==> config.mk <==
export PLATFORM = sky130hd
export DESIGN_NAME = sha3_pad_sequencer
export DESIGN_NICKNAME = d
export VERILOG_FILES = /design/src/rtl/sha3_pkg.sv /design/src/rtl/sha3_pad_word.sv /design/src/rtl/sha3_pad_sequencer.sv
export SDC_FILE = /design/constraint.sdc
export NUM_CORES = 2
export LEC_CHECK = 0
export ABC_CLOCK_PERIOD_IN_PS = 1900
export CAP_MARGIN = 5
export CELL_PAD_IN_SITES_DETAIL_PLACEMENT = 1
export CELL_PAD_IN_SITES_GLOBAL_PLACEMENT = 1
export CORE_AREA = 10 10 445 447
export DETAILED_ROUTE_END_ITERATION = 12
export DIE_AREA = 0 0 455 457
export PLACE_DENSITY_LB_ADDON = 0.25
export SYNTH_ARGS = -nofsm -noshare
export SYNTH_HDL_FRONTEND = slang
export SYNTH_SLANG_ARGS = --single-unit
==> constraint.sdc <==
create_clock -name clk -period 1.9 [get_ports clk]
set_clock_uncertainty 0.15 [all_clocks]
set_input_delay 0.19 -clock clk [delete_from_list [all_inputs] [get_ports clk]]
set_output_delay 0.19 -clock clk [all_outputs]
set_load 0.05 [all_outputs]
==> src/rtl/sha3_pkg.sv <==
// sha3_pkg: shared constants and state type for the SHA3 pad sequencer
package sha3_pkg;
   localparam int         RATE_WORDS_256 = 17;
   localparam logic [7:0] PAD_DS_SHA3    = 8'h06;
   localparam logic [7:0] PAD_DS_SHAKE   = 8'h1F;
   localparam logic [7:0] PAD_END        = 8'h80;
   typedef enum logic [1:0] {ACCEPT, PAD, FULL} pad_state_t;
endpackage

==> src/rtl/sha3_pad_word.sv <==
// sha3_pad_word: truncates a word to its valid bytes, appends the domain byte and the end-of-block marker
module sha3_pad_word
   import sha3_pkg::*;
(
   input  logic [63:0] i_word,
   input  logic [3:0]  i_byte_num,
   input  logic [7:0]  i_ds_byte,
   input  logic        i_final_slot,
   input  logic        i_is_pad_only,
   output logic [63:0] o_word
);
   logic [3:0]  w_n;
   logic [63:0] w_keep;
   logic [63:0] w_pad;
   logic [63:0] w_end;
   // byte counts above 8 mean a full word with no padding in it
   assign w_n    = (i_byte_num > 4'd8) ? 4'd8 : i_byte_num;
   assign w_keep = i_word & ~(64'hFFFF_FFFF_FFFF_FFFF >> {w_n, 3'b000});
   assign w_pad  = (w_n == 4'd8) ? 64'd0 : ({56'd0, i_ds_byte} << {4'd7 - w_n, 3'b000});
   // a full data word in the last slot is not the end of padding; a pure pad word always is
   assign w_end  = (i_final_slot & ((w_n != 4'd8) | i_is_pad_only)) ? {56'd0, PAD_END} : 64'd0;
   assign o_word = w_keep | w_pad | w_end;
endmodule

==> src/rtl/sha3_pad_sequencer.sv <==
// sha3_pad_sequencer: collects 64-bit words into SHA3 rate blocks, pads the message tail (optional SHAKE domain via SHA3_PAD_SHAKE_EN)
module sha3_pad_sequencer
   import sha3_pkg::*;
#(
   parameter int RATE_WORDS = RATE_WORDS_256,
   parameter int WORD_W     = 64
)(
   input  logic                         clk,
   input  logic                         reset,
   input  logic [WORD_W-1:0]            in,
   input  logic                         in_valid,
   output logic                         in_ready,
   input  logic                         is_last,
   input  logic [3:0]                   byte_num,
`ifdef SHA3_PAD_SHAKE_EN
   input  logic                         shake_mode,
`endif
   output logic [RATE_WORDS*WORD_W-1:0] out_block,
   output logic                         out_valid,
   input  logic                         out_ack,
   output logic                         msg_done
);
   localparam int            CW        = $clog2(RATE_WORDS + 1);
   localparam logic [CW-1:0] LAST_SLOT = CW'(RATE_WORDS - 1);
   pad_state_t                   r_state;
   logic [CW-1:0]                r_cnt;
   logic [RATE_WORDS*WORD_W-1:0] r_buf;
   logic                         r_pad_pending;
   logic                         r_final;
   logic                         r_out_valid;
   logic                         r_msg_done;
   logic [7:0]                   r_ds;
   logic [7:0]                   w_ds_live;
   logic [7:0]                   w_ds;
   logic                         w_accept;
   logic                         w_xfer;
   logic                         w_slot_last;
   logic                         w_last_short;
   logic [3:0]                   w_byte_num;
   logic [WORD_W-1:0]            w_word;
   logic [WORD_W-1:0]            w_padded;
   logic [RATE_WORDS*WORD_W-1:0] w_shift;
`ifdef SHA3_PAD_SHAKE_EN
   assign w_ds_live = shake_mode ? PAD_DS_SHAKE : PAD_DS_SHA3;
`else
   assign w_ds_live = PAD_DS_SHA3;
`endif
   assign w_accept     = (r_state == ACCEPT);
   assign in_ready     = ~reset & w_accept;
   assign w_xfer       = in_valid & in_ready;
   assign w_slot_last  = (r_cnt == LAST_SLOT);
   assign w_last_short = is_last & (byte_num < 4'd8);
   // pad-fill words: the domain byte leads the first one only when the last data word was full
   assign w_word       = w_accept ? in : '0;
   assign w_byte_num   = w_accept ? (is_last ? byte_num : 4'd8) : (r_pad_pending ? 4'd0 : 4'd8);
   assign w_ds         = w_accept ? w_ds_live : r_ds;
   assign w_shift      = {r_buf[(RATE_WORDS-1)*WORD_W-1:0], w_padded};
   sha3_pad_word u_pad (
      .i_word        (w_word),
      .i_byte_num    (w_byte_num),
      .i_ds_byte     (w_ds),
      .i_final_slot  (w_slot_last),
      .i_is_pad_only (~w_accept),
      .o_word        (w_padded)
   );
   // block sequencer: accept words, fill padding, hold the full block until acked
   always_ff @(posedge clk) begin
      if (reset) begin
         r_state       <= ACCEPT;
         r_cnt         <= '0;
         r_buf         <= '0;
         r_pad_pending <= 1'b0;
         r_final       <= 1'b0;
         r_out_valid   <= 1'b0;
         r_msg_done    <= 1'b0;
         r_ds          <= PAD_DS_SHA3;
      end else begin
         r_msg_done <= 1'b0;
         case (r_state)
            ACCEPT: if (w_xfer) begin
               r_buf <= w_shift;
               r_cnt <= r_cnt + 1'b1;
               if (is_last) begin
                  r_ds          <= w_ds_live;
                  r_pad_pending <= ~w_last_short;
               end
               if (w_slot_last) begin
                  r_state     <= FULL;
                  r_out_valid <= 1'b1;
                  r_final     <= w_last_short;
               end else if (is_last) begin
                  r_state <= PAD;
               end
            end
            PAD: begin
               r_buf         <= w_shift;
               r_cnt         <= r_cnt + 1'b1;
               r_pad_pending <= 1'b0;
               if (w_slot_last) begin
                  r_state     <= FULL;
                  r_out_valid <= 1'b1;
                  r_final     <= 1'b1;
               end
            end
            FULL: if (out_ack) begin
               r_buf       <= '0;
               r_cnt       <= '0;
               r_out_valid <= 1'b0;
               r_msg_done  <= r_final;
               r_state     <= r_pad_pending ? PAD : ACCEPT;
            end
            default: r_state <= ACCEPT;
         endcase
      end
   end
   assign out_block = r_buf;
   assign out_valid = r_out_valid;
   assign msg_done  = r_msg_done;
endmodule

* Word level (Yosys, flattened, before mapping)
Cells that the tools add are included.
** Storage, ports and cells
- Register bits after elaboration :: 1099
- Output and inout port bits :: 1091
- Logic and storage cells :: 77
** Cells by class
- $add $sub $neg :: 2
- Order comparisons :: 2
- Eq/ne operators :: 11
- Shifts and indexed selects :: 2
- Multiplexer cells :: 31
- Bitwise operators :: 14
- Reductions and logical operators :: 8
** Operator list (count)
- 1088-bit one-hot mux with 3 select lines :: 1
- 1088-bit 2-to-1 mux :: 2
- 64-bit 2-to-1 mux :: 2
- 64-bit OR :: 2
- 64-bit AND :: 1
- 64-bit NOT :: 1
- 3-bit by 7-bit << shifter with 64-bit output, first input constant :: 1
- 64-bit by 7-bit >> shifter with 64-bit output, first input constant :: 1
- 4-bit 2-to-1 mux :: 4
- 5-bit one-hot mux with 3 select lines :: 1
- 2-bit 2-to-1 mux :: 5
- 5-bit 2-to-1 mux :: 2
- 1-bit 2-to-1 mux :: 9
- 8-bit 2-to-1 mux :: 1
- 4-bit AND reduction :: 2
- 2-bit by 1-bit inequality test with 1-bit output, second input constant :: 3
- 2-bit one-hot mux with 3 select lines :: 1
- 3-bit AND reduction :: 2
- 5-bit by 1-bit adder with 5-bit output, second input constant :: 1
- 5-bit equality test, second input constant :: 1
- 1-bit NOT :: 5
- 1-bit AND :: 4
- 4-bit equality test, second input constant :: 1
- 4-bit > comparator, second input constant :: 1
- 14 further kinds :: 16

* Logic depth before layout (Yosys ltp)
- Depth after elaboration :: 11
- Gate-level depth with buffers :: 9
- Depth with buffers taken out :: 6

* Cells and area by module
A second synthesis with hierarchy kept.
** Unflattened totals
- Cell total of the unflattened synthesis :: 5131
- Area total of the unflattened synthesis :: 40945.5 um^2
** By module, submodules not included
- sha3_pad_sequencer :: instances 1, cells an instance 4979, area an instance 40002.1 um^2, sequential area each 22001.1 um^2
- sha3_pad_word :: instances 1, cells an instance 152, area an instance 943.4 um^2, sequential area each 0.0 um^2

* Worst setup path after synthesis
OpenSTA, ideal clock, no wires.
- Kind :: input to output
- From :: input reset
- To :: output in_ready
- Arrival :: 1.595 ns
- Path slack :: -0.035 ns
- Stages on the path :: 5
- Path buffers :: 4
- Cell sequence :: buf_2 -> clkbuf_1 -> clkbuf_1 -> clkbuf_1 -> nor2_1
** On the way
- Word-level cells in the longest chain between the ends :: 2
** RTL lines
- start: declaration :: RTL line sha3_pad_sequencer.sv:9 : input logic reset,
- 1-bit NOT :: RTL line sha3_pad_sequencer.sv:49 : assign in_ready = ~reset & w_accept;
- 1-bit AND :: RTL line sha3_pad_sequencer.sv:49
- end: declaration :: RTL line sha3_pad_sequencer.sv:12 : output logic in_ready,
Every way passes these cells.

* Worst setup path in the final report
- From :: register r_state[0]
- To :: register r_buf[113], in the netlist out_block[113]
** On the way
- Word-level cells in the longest chain between the ends :: 5
** RTL lines
- start: declaration :: RTL line sha3_pad_sequencer.sv:25 : pad_state_t r_state;
- start signal: assignment :: RTL line sha3_pad_sequencer.sv:110 : r_state <= r_pad_pending ? PAD : ACCEPT;
- 2-bit logical NOT :: RTL line sha3_pad_sequencer.sv:48, sha3_pad_sequencer.sv:79
- 1-bit AND :: RTL line sha3_pad_sequencer.sv:49
- 1-bit AND :: RTL line sha3_pad_sequencer.sv:50 : assign w_xfer = in_valid & in_ready;
- 2-bit by 1-bit inequality test with 1-bit output (no source line)
- 3-bit AND reduction (no source line)
- end signal: assignment :: RTL line sha3_pad_sequencer.sv:81 : r_buf <= w_shift;
- end signal: assignment :: RTL line sha3_pad_sequencer.sv:96 : r_buf <= w_shift;
- end: declaration :: RTL line sha3_pad_sequencer.sv:27 : logic [RATE_WORDS*WORD_W-1:0] r_buf;
Several ways; a longest one is shown, not always the timed one.
A chain may end at the register's enable or synchronous reset.

==> impl_metrics.ini <==
[final_layout]
finalNonFillerCells = 8840
final_common_cell = buf_4
post_route_cells_drive_above_1_share_pct = 35.3
fin_area_um2 = 63500
final_cell_mix = buf_4, nand3_1, nand2_1, dfxtp_1, a21oi_1
fin_nets = 6302
fin_util_pct = 33.6
areaGrowthSynthToFinish_pct = 59.7

[worst_setup_path]
cpLargestDelayFamily = buffers and inverters
critPathRequiredTime_ps = 2470
startpoint_type = register
endpoint_kind = register
worstPathArrival_ps = 2710
max_stage_delay_ps = 340
path_class = reg2reg
cp_max_fo = 8
path_cells = buf_6, clkinvlp_4, buf_6, a21oi_4, buf_6, buf_16, buf_12, clkbuf_16, clkbuf_16, nand2_1, a21oi_1
crit_buf_inv = 8
cpMaxStageDelayCell = dfxtp_2
crit_top_cell = buf_6

[sta]
final-setup-viol-count = 1083
post-route-period-util_pct = 112
tightest_slew_ps = 900
hold_viol_final = 0
setup_ws_ps = -236
relSlewSlack_pct = 40.0
grt_setup_unrepaired = yes
period_minus_slack_ps = 2140
maxSlewViolCount = 0
finalSetupTns_ps = -121910
fmax_mhz = 468

[synth]
synth_compound_area_share_pct = 15.0
synth-seq-area-share_pct = 55.3
synth_xor_area_share_pct = 0
synth-simple-area-share_pct = 23.8
synthArstFlopShare_pct = 0
netlist_instances = 4866
synth_seq_cells = 1099
synth_top_family_by_area = simple AND/OR/NAND/NOR gates
yosys_warnings = 0
synth_fa_ha_area_share_pct = 0.0629
syn_nets = 4941
avgSynthCellArea_um2 = 8.17
synth-edff-count = 0
synthMuxAreaShare_pct = 0.0755
synthFlopType = dfxtp_1
syn-cell-area_um2 = 39800
synth_cell_type_count = 53

[die]
dieWidth_um = 455
core_area_um2 = 189000
die_area_um2 = 208000
fp.dieH_um = 457
initial_core_util_pct = 21.0
rows = 160
ios = 1164

[power_and_ir_drop]
p_per_area_nw_per_um2 = 869
p_total_w = 0.0551
power.switching_w = 0.0143
pwr-share-seq_pct = 42.4
p_sw_share_pct = 26.0
p_clk_share_pct = 47.6
p_leak_nw = 24.5
p_int_w = 0.0408
ir_worst_vdd_v = 0.000582
p_comb_share_pct = 10.0

[clocking]
cts-buffers-inserted = 137
clock-sinks = 1099
clockBufferDepth = 3
h-tree-depth = 4
clkTransAtPathRegs_ps = 60
clkLatencyLatePin_ps = 810
cts-root-buf = clkbuf_16
cts_tree = built

[route]
first_pass_iters = 5
drt-total-wl_mm = 249
vias_per_cell = 4.84
wl_per_cell_um = 28.1
ant_nets = 0
vias = 42800
route.detailed.drc = 0
drt_iter0_markers = 2687

[place]
postPlaceCellArea_um2 = 53600
gp_congestion = 0.868
place_hpwl_mm = 181
dp.cells = 8379
io_buffers = 1163

[global_routing]
grt_pass1_vias = 42900
grt-ovfl-total = 0
antenna_found_initial = 5
grt_max_degree = 145
grtUsageTotal_pct = 22.0
grt_pass1_wl_mm = 334

[outcome]
status = finished with violations
violations = negative setup slack

[run]
max_cap_viol_count = 0

[worst_hold_path]
hold_path.class = in2reg
==> logic make-up after synthesis <==
family,Yosys count
simple gates,2141
compound gates,1134
flops,1099
buf+inv,487
mux,3
fa+ha+maj,2
==> worst min-delay path: stages <==
cell and delay (ps):
buf_8 120, buf_12 120, buf_12 150, buf_12 220, a21oi_1 160
==> cells in the mapped netlist (2+ instances only) <==
cell       instances  area share, %
and3_1             2          0.031
nand3_1         1050             13
nor2_1            27           0.25
o211ai_1           5          0.094
or3_1              2          0.031
a21oi_4            2          0.082
nand2b_1           2          0.031
nor2b_1            2          0.031
buf_1             12           0.11
o21a_1             3          0.057
clkbuf_1         174            1.6
a31oi_1            5          0.079
o2bb2ai_1          6           0.13
buf_4             19           0.36
o21ai_0            4          0.050
nor3_1             4          0.050
a21oi_2            3          0.066
mux2i_1            3          0.076
a21oi_1         1052             13
a22o_1            24           0.53
buf_2            275            3.5
a221o_1            4           0.10
a32oi_1           14           0.31
a211oi_1           2          0.038
dfxtp_1         1099             55
or2_2              2          0.031
o2111ai_1          2          0.044
ha_1               2          0.063
nor3b_1            5          0.094
nand2_1         1032            9.7
inv_1              6          0.057
==> per-stage QoR <==
step | setup slack (ps) | hold slack (ps)
after CTS | -380 | 0.342
final | -236 | 78.5
after global placement | -404 | 306
after global routing | -370 | 56.7
after detailed placement | -372 | 312
after floorplan | 179 | 166
==> layout make-up <==
cell class	instances	area (um^2)
Inverter	6	26.3
Multi-Input combinational cell	3280	16800
Antenna cell	3	7.51
Fill cell	21900	126000
Timing Repair Buffer	1703	16800
Clock inverter	31	332
Clock buffer	207	4120
Tap cell	2511	3140
Sequential cell	1099	22300
==> worst paths after layout <==
path	end	from	slack, ps	cells past startpoint
worst max register to register	out_block[113]	r_state[0]	-240	11
worst min register to register	out_block[247]	out_block[183]	290	2
worst max-delay path	out_block[113]	r_state[0]	-240	11
worst min-delay path	out_block[616]	reset	80	5
==> registers in the layout, indices dropped and copies added, names as in the netlist <==
register       flops
out_block       1088
r_final            1
r_state            2
msg_done           1
r_pad_pending      1
r_cnt              5
out_valid          1
==> routing by layer <==
metal / up-vias / global-route usage, % / wire length (um)
met5: - / 0 / 0
met4: 0 / 7.47 / 9350
met3: 327 / 7.08 / 19800
met2: 1340 / 39.3 / 125000
met1: 21600 / 24.4 / 94200
li1: 19500 / - / -
==> power groups by stage <==
stage               registers, W  clock network [W]  logic, W
floorplan                 0.0243                  0   0.00174
global placement          0.0239                  0   0.00404
detailed placement        0.0239                  0   0.00405
CTS                       0.0233             0.0270   0.00481
global route              0.0234             0.0279   0.00581
finish                    0.0234             0.0263   0.00551
==> what timing repair did <==
item,in CTS,in global routing
resized for setup,652,395
gates cloned,31,40
endpoints found under the hold margin,290,0
pin swaps,12,115
endpoints found under the setup margin,728,1186
setup buffers,51,31
hold buffers,74,0
No activity file was read; power rests on OpenSTA's default activity.
